[src/rtl/msg_scroller.sv]
// Message scroller: stores up to MSG_LEN symbols and shows a WIN_LEN-symbol window that holds, rotates or bounces on each step.
// Latency: window/offset/wrap are registered from next-state, so they update on the same edge; there is no backpressure and every step is consumed.
module msg_scroller #(
    parameter int               SYM_W     = 4,
    parameter int               MSG_LEN   = 10,
    parameter int               WIN_LEN   = 8,
    parameter logic [SYM_W-1:0] BLANK_SYM = 4'hB,
    localparam int              LEN_W     = $clog2(MSG_LEN + 1),
    localparam int              OFF_W     = (MSG_LEN > 1) ? $clog2(MSG_LEN) : 1
) (
    input  logic                       clk,
    input  logic                       clr,
    input  logic                       step,
    input  logic                       load,
    input  logic [1:0]                 mode,
    input  logic [MSG_LEN*SYM_W-1:0]   msg_in,
    input  logic [LEN_W-1:0]           len_in,
    output logic [WIN_LEN*SYM_W-1:0]   window,
    output logic [OFF_W-1:0]           offset,
    output logic                       wrap
);

    typedef enum logic [1:0] {
        MODE_HOLD   = 2'b00,
        MODE_LEFT   = 2'b01,
        MODE_RIGHT  = 2'b10,
        MODE_BOUNCE = 2'b11
    } mode_t;

    logic [SYM_W-1:0]         m     [MSG_LEN];
    logic [LEN_W-1:0]         len;
    logic                     dir;

    logic [SYM_W-1:0]         nxt_m [MSG_LEN];
    logic [LEN_W-1:0]         nxt_len;
    logic                     nxt_dir;
    logic                     nxt_wrap;
    logic [WIN_LEN*SYM_W-1:0] nxt_win;
    int                       nxt_o;
    int                       cur_l;
    int                       cur_o;
    int                       bmax;
    int                       win_l;
    int                       ix;

    // Next-state of the message store, length, offset and bounce direction.
    always_comb begin
        nxt_m    = m;
        nxt_len  = len;
        nxt_dir  = dir;
        nxt_wrap = 1'b0;
        cur_l    = int'(len);
        cur_o    = int'(offset);
        nxt_o    = cur_o;
        bmax     = (cur_l > WIN_LEN) ? cur_l - WIN_LEN : 0;

        if (load) begin
            for (int i = 0; i < MSG_LEN; i++) begin
                nxt_m[i] = msg_in[(MSG_LEN-1-i)*SYM_W +: SYM_W];
            end
            nxt_len = (int'(len_in) > MSG_LEN) ? LEN_W'(MSG_LEN) : len_in;
            nxt_o   = 0;
            nxt_dir = 1'b0;
        end else if (step && cur_l != 0) begin
            case (mode_t'(mode))
                MODE_HOLD: begin
                end
                MODE_LEFT: begin
                    nxt_o    = (cur_o + 1 == cur_l) ? 0 : cur_o + 1;
                    nxt_wrap = (nxt_o == 0);
                end
                MODE_RIGHT: begin
                    nxt_o    = (cur_o == 0) ? cur_l - 1 : cur_o - 1;
                    nxt_wrap = (nxt_o == 0);
                end
                MODE_BOUNCE: begin
                    if (bmax == 0) begin
                        nxt_o = 0;
                    end else if (cur_o > bmax) begin
                        nxt_o    = bmax;
                        nxt_dir  = 1'b1;
                        nxt_wrap = 1'b1;
                    // A stale direction sitting on an end stop turns around instead of overrunning.
                    end else if (dir ? (cur_o == 0) : (cur_o != bmax)) begin
                        nxt_o    = cur_o + 1;
                        nxt_dir  = (cur_o + 1 == bmax);
                        nxt_wrap = (cur_o + 1 == bmax);
                    end else begin
                        nxt_o    = cur_o - 1;
                        nxt_dir  = (cur_o - 1 != 0);
                        nxt_wrap = (cur_o - 1 == 0);
                    end
                end
                default: begin
                end
            endcase
        end
    end

    // Window built from next-state so it moves on the same edge as offset; short messages repeat.
    always_comb begin
        nxt_win = '0;
        win_l   = int'(nxt_len);
        ix      = nxt_o;
        for (int k = 0; k < WIN_LEN; k++) begin
            if (win_l == 0) begin
                nxt_win[(WIN_LEN-1-k)*SYM_W +: SYM_W] = BLANK_SYM;
            end else begin
                nxt_win[(WIN_LEN-1-k)*SYM_W +: SYM_W] = nxt_m[OFF_W'(ix)];
                ix = (ix + 1 == win_l) ? 0 : ix + 1;
            end
        end
    end

    always_ff @(posedge clk) begin
        if (clr) begin
            for (int i = 0; i < MSG_LEN; i++) begin
                m[i] <= BLANK_SYM;
            end
            len    <= LEN_W'(MSG_LEN);
            offset <= '0;
            dir    <= 1'b0;
            wrap   <= 1'b0;
            window <= {WIN_LEN{BLANK_SYM}};
        end else begin
            m      <= nxt_m;
            len    <= nxt_len;
            offset <= OFF_W'(nxt_o);
            dir    <= nxt_dir;
            wrap   <= nxt_wrap;
            window <= nxt_win;
        end
    end

endmodule

[config.mk]
export PLATFORM = sky130hd
export DESIGN_NAME = msg_scroller
export DESIGN_NICKNAME = d
export VERILOG_FILES = /design/src/rtl/msg_scroller.sv
export SDC_FILE = /design/constraint.sdc
export NUM_CORES = 1
export LEC_CHECK = 0
export CORE_MARGIN = 4
export CORE_UTILIZATION = 40
export CTS_CLUSTER_SIZE = 30
export DETAILED_ROUTE_END_ITERATION = 8
export PLACE_DENSITY = 0.69
export SLEW_MARGIN = 20
export SYNTH_ARGS = -nofsm -noshare
export SYNTH_HDL_FRONTEND = slang
export SYNTH_SLANG_ARGS = --single-unit
[constraint.sdc]
create_clock -name clk -period 46.8 [get_ports clk]
set_input_delay 11.7 -clock clk [delete_from_list [all_inputs] [get_ports clk]]
set_output_delay 11.7 -clock clk [all_outputs]
set_load 0.02 [all_outputs]
==> impl_metrics.ini <==
[yosys]
synth_edf_count = 0
synth_seq_cells = 82
ys_types = 111
synth_area_leaders = dfxtp_1 12%, nor2_1 5.5%, mux2i_1 5.4%, nand2_1 5.3%, a21oi_1 5.1%
synth_async_sr_flop_share = 0
ys_seq_area_frac = 0.1225
ys.flop_type = dfxtp_1
yosys_warnings = 0
syn_nets = 1991
syn_area_per_cell_um2 = 6.976
yosys.area.top_type = dfxtp_1
synth_top_area_frac = 0.1225
netlist_area_um2 = 13400
synth_cells = 1921

[global_route]
antenna_found_initial = 0
grt.overflow.total = 0
grt_max_degree = 56
grtUsageTotal = 0.2955
grt_pass1_vias = 14670
grt_pass1_wl_um = 86020

[routing]
drc = 0
drt-initial-drc-count = 2089
wl_um = 57040
via_per_inst = 6.834
drtAntennaViolNets = 0
dr.pass1.iters = 7
wl_per_cell_um = 24.18
num_vias = 16121

[final_layout]
layout_common_cells = 197 x nor2_1, 186 x nand2_1, 136 x a21oi_1, 109 x o21ai_0, 85 x clkdlybuf4s50_1
final_util = 0.4518
fin_cells = 2359
nets = 1982
final_common_cell = nor2_1
fill_cells = 3317
design_area_um2 = 14810
diodes = 0
layout-area-overhead-vs-synth_pct = 10.54
drive_gt1_frac = 0.09546

[setup_path]
reg2reg_depth = 87
critPathSlowestCell = nor4_1
reg2reg_from = len[3]$_SDFF_PP1_
cp.required_ns = 47.10
start_kind = primary input
endpoint_kind = flop
crit_type = in -> reg
r2r-end = window[2]$_SDFF_PP0_
crit_fanout = 43
cp.arrival_ns = 37.77
ff2ff_setup_slack_ns = 19.98
slowest_delay_ns = 0.85

[place]
port_buffers = 86
placed_cell_area_um2 = 14450
dpl.hpwl_um = 43040
dp_cells = 2343
place.gp.congestion = 0.9959

[cts]
cts_sinks = 82
clock_tree.buffer_depth = 2
worstSkewPairLatency_ns = 0.35
cts_resized = 0
cts_tree = yes
cts_htree_levels = 3
postCtsSetupRepairBufs = 0
root_buffer = clkbuf_16
cts.clk_slew.worst_paths_ns = 0.07
numCtsBuffers = 9
cts-hold-fix-buffers = 0

[power_and_ir_drop]
cellPowerDensity_nw_per_um2 = 52.02
finalPower_uw = 770.6
peakVddDrop_mv = 0.03746
p_leak_nw = 5.342

[sta]
tightest_slew_ns = 1.130
setup_viol = 0
fin_worst_skew_ns = 0.01471
max-slew-margin-rel = 0.2249
rsz0062_at_grt = false
final.period_utilization = 0.8007
max_freq_ghz = 0.02669
hold_violations = 0
setup_tns_ns = 0
min_period_ns = 37.47
maxSlewViolCount = 0

[status]
status = finished, final reports clean

[die]
die_x_um = 191.0
die_h_um = 191.0
row_count = 66
coreArea_um2 = 32780
die_area_um2 = 36490
ios = 87
start_util = 0.4087

[flow_run]
drv_cap = 0

[hold_path]
hp-class = reg -> reg
min_path_cells = 2
min_to = m[39]$_SDFF_PP1_
hp-start = m[39]$_SDFF_PP1_
## power breakdown
| group | internal, mW | switching, mW |
|---|---|---|
| sequential | 0.0832 | 0.00587 |
| combinational | 0.227 | 0.378 |
| clock | 0.0435 | 0.0322 |
| total | 0.354 | 0.417 |
## registers in the layout, indices dropped and copies added (netlist names)
signal,count
len,4
dir,1
wrap,1
offset,4
window,32
m,40
## Yosys cell counts, types with 7 or more instances
| master | n |
|---|---|
| o21a_1 | 13 |
| o31ai_1 | 11 |
| o21ai_1 | 14 |
| a2111oi_0 | 8 |
| nand2b_1 | 46 |
| xor2_1 | 19 |
| a21o_1 | 34 |
| nor4b_1 | 12 |
| xnor2_1 | 63 |
| o211ai_1 | 66 |
| and3_1 | 27 |
| ha_1 | 20 |
| or3_1 | 20 |
| o21ai_0 | 110 |
| o211a_1 | 7 |
| a31oi_1 | 32 |
| a211oi_1 | 42 |
| nor2b_1 | 15 |
| dfxtp_1 | 82 |
| a211o_1 | 22 |
| o221ai_1 | 20 |
| nor2_1 | 197 |
| or4_1 | 14 |
| a21oi_1 | 137 |
| mux2i_1 | 72 |
| nand4_1 | 30 |
| o2111ai_1 | 11 |
| o22ai_1 | 7 |
| nor4_1 | 27 |
| or2_2 | 20 |
| and2_1 | 24 |
| nor3b_1 | 10 |
| buf_1 | 20 |
| nor3_1 | 64 |
| nand3_1 | 70 |
| and4_1 | 9 |
| mux2_2 | 40 |
| clkbuf_1 | 84 |
| nand2_1 | 188 |
| inv_1 | 28 |
| buf_2 | 15 |
## worst max-delay path, delay by kind of cell
kind / cells / cell delay [ns]
AND/OR/NAND/NOR: 42 / 12.36
buffers and inverters: 7 / 2.30
multiplexers: 1 / 0.15
XOR/XNOR: 4 / 1.32
adder cells (fa/ha/maj): 8 / 3.80
AO/OA/AOI/OAI: 24 / 6.08
## per-layer routing
| layer | up-vias | track usage | wire [um] |
|---|---|---|---|
| li1 | 7276 | - | - |
| met1 | 7482 | 0.3918 | 23650 |
| met2 | 1113 | 0.4600 | 24060 |
| met3 | 250 | 0.05004 | 5737 |
| met4 | 0 | 0.1550 | 3591 |
| met5 | - | 0 | 0 |
## cell type report
| type | instances | area [um^2] | share of cell area |
|---|---|---|---|
| timing repair buffer | 110 | 1039 | 0.07011 |
| clock buffer | 10 | 239.0 | 0.01613 |
| clock inverter | 6 | 71.32 | 0.004815 |
| tap | 442 | 553.0 | 0.03733 |
| inverter | 29 | 108.9 | 0.007349 |
| sequential | 82 | 1642 | 0.1108 |
| multi-input combinational | 1680 | 11160 | 0.7534 |
## stage by stage
step	setup WS [ns]	hold WS, ns
2_1_floorplan	14.73	0.4605
3_3_place_gp	9.838	0.4837
3_5_place_dp	8.883	0.4947
4_1_cts	9.117	0.5165
5_1_grt	7.333	0.5687
6_report	9.329	0.5147
## logic make-up after synthesis
logic type | count (synthesis) | synth area share
XOR/XNOR | 87 | 0.06106
multiplexers | 114 | 0.09010
other | 1 | 0.0002798
AND/OR/NAND/NOR | 823 | 0.3261
AO/OA/AOI/OAI | 635 | 0.3306
buffers and inverters | 159 | 0.05070
adder cells (fa/ha/maj) | 20 | 0.01867
flip-flops | 82 | 0.1225
## worst max-delay path by stage
| stage | startpoint | to | slack (ns) | depth (start not counted) |
|---|---|---|---|---|
| after global placement | mode[0] | window[2]$_SDFF_PP0_ | 9.84 | 86 |
| after floorplan | mode[0] | window[2]$_SDFF_PP0_ | 14.73 | 96 |
| after detailed placement | mode[0] | window[2]$_SDFF_PP0_ | 8.88 | 85 |
| after CTS | mode[0] | window[2]$_SDFF_PP0_ | 9.12 | 81 |
| final | mode[0] | window[2]$_SDFF_PP0_ | 9.33 | 86 |
| after global routing | mode[0] | window[2]$_SDFF_PP0_ | 7.33 | 86 |
Note: power is estimated with default switching activity, not from simulation.
==> edit, RTL diff (same flow settings) <==
Register the output `window` once more; this adds one clock of latency there. The other outputs are not delayed to match. Comments in the files are not updated.
--- a/src/rtl/msg_scroller.sv
+++ b/src/rtl/msg_scroller.sv
@@ -26,6 +26,8 @@
         MODE_RIGHT  = 2'b10,
         MODE_BOUNCE = 2'b11
     } mode_t;
+
+    logic [WIN_LEN*SYM_W-1:0] window_s0;
 
     logic [SYM_W-1:0]         m     [MSG_LEN];
     logic [LEN_W-1:0]         len;
@@ -121,15 +123,19 @@
             offset <= '0;
             dir    <= 1'b0;
             wrap   <= 1'b0;
-            window <= {WIN_LEN{BLANK_SYM}};
+            window_s0 <= {WIN_LEN{BLANK_SYM}};
         end else begin
             m      <= nxt_m;
             len    <= nxt_len;
             offset <= OFF_W'(nxt_o);
             dir    <= nxt_dir;
             wrap   <= nxt_wrap;
-            window <= nxt_win;
+            window_s0 <= nxt_win;
         end
+    end
+
+    always_ff @(posedge clk) begin
+        window <= window_s0;
     end
 
 endmodule
Formal check against the unedited RTL: not equivalent (a bounded check fails within 4 cycles, from zero or initial values).
==> edit against the original RTL <==
Core utilization grew 0.40 points; highest routed layer unchanged; area after synthesis is 6.6% higher; wire length rose by 3.4%; final area rose by 7.3%; die area is 6.3% higher; setup slack worse by 2.3 ns; sequential cell count is 32 higher; total power increased by 4.8%.
==> edit: results (changes against the original RTL) <==
[clock_tree]
cts.clk_slew.worst_paths_ns = 0.05  ; -0.02 ns
clk_latency_ns = 0.42  ; +0.07 ns
cts_buffers = 17  ; +8
cts-htree-levels = 4  ; +1

[drt]
wl_met2_mm = 25.28  ; +5.1%
wl_met3_mm = 5.974  ; +4.1%
met1Wirelength_mm = 23.98  ; +1.4%
drt_pass1_iterations = 9  ; +2
wl_per_cell_um = 23.90  ; -1.2%
drtIter0Drc = 2546  ; +22%
drt-total-wl_mm = 58.99  ; +3.4%

[placement]
globalplace.congestion = 1.002  ; +0.63%
hpwlAfterDp_mm = 44.41  ; +3.2%
placed_cells = 2437  ; +4.0%
placed_area_um2 = 15230  ; +5.4%
place_ws_ns = 7.023  ; -1.860 ns

[synthesis]
synth.avg_cell_area_um2 = 7.197  ; +3.2%
yosysSeqAreaShare_pct = 15.97  ; +3.7 points
ys_types = 122  ; +9.9%
syn_nets = 2055  ; +3.2%

[global_route]
grt_start_max_net_pins = 71  ; +27%
grt_pass1_wl_mm = 89.84  ; +4.4%
grt_pass1_vias = 15180  ; +3.4%
track_usage_pct = 28.99  ; -0.56 points

[die]
die_w_um = 197.0  ; +3.1%

[critical_path]
max_stage_delay_ns = 0.89  ; +0.04 ns
critPathArrivalTime_ns = 40.04  ; +2.27 ns
crit_fanout = 35  ; -19%
crit_slowest_cell = nor2_1

[final_layout]
reg_top3 = m x40, window x32, window_s0 x32
drive_gt1_share_pct = 9.588  ; +0.042 points

[hold_path]
min_path_cells = 0  ; -2

[run_status]
outcome = finished, final reports clean

[timing]
clock-skew-final_ns = 0.01942  ; +0.004709 ns
relSlewSlack_pct = 21.83  ; -0.66 points

[power_and_ir_drop]
ir_worst_vdd_mv = 0.06282  ; +68%

edit: layer usage:
layer | vias to the layer above | GRT usage [%]
met5 | - | 0
met4 | 0 | 16.33
met3 | 244 | 4.803
met2 | 1177 | 44.58
met1 | 7615 | 38.55
li1 | 7520 | -
edit: cell families after synthesis:
group	share of synthesized area, %
and+or+nand+nor	32.13
adders and majority gates	1.752
other	0.02625
AOI/OAI and AO/OA	29.71
DFF	15.97
muxes	7.243
buffers and inverters	6.621
xor gates and xnor gates	6.542
edit: final cells by class:
class,instances,area [um2]
inverter,38,142.6
fill,3452,18980
tap,455,569.3
timing repair buffer,125,1151
sequential,114,2282
multi-input combinational,1705,11100
clock buffer,22,484.2
clock inverter,9,176.4
edit: path summary, 6_finish.rpt:
kind | startpoint | endpoint | slack [ns]
hold / removal | window_s0[10]$_SDFF_PP0_ | window[10]$_DFF_P_ | 0.32
hold reg to reg | window_s0[10]$_SDFF_PP0_ | window[10]$_DFF_P_ | 0.32
setup reg to reg | len[3]$_SDFF_PP1_ | window_s0[3]$_SDFF_PP1_ | 17.57
setup / recovery | mode[1] | window_s0[3]$_SDFF_PP1_ | 7.04
edit: where the power goes:
group	switching [mW]	internal [mW]
Combinational	0.345	0.196
Clock	0.0435	0.0996
Sequential	0.00588	0.118
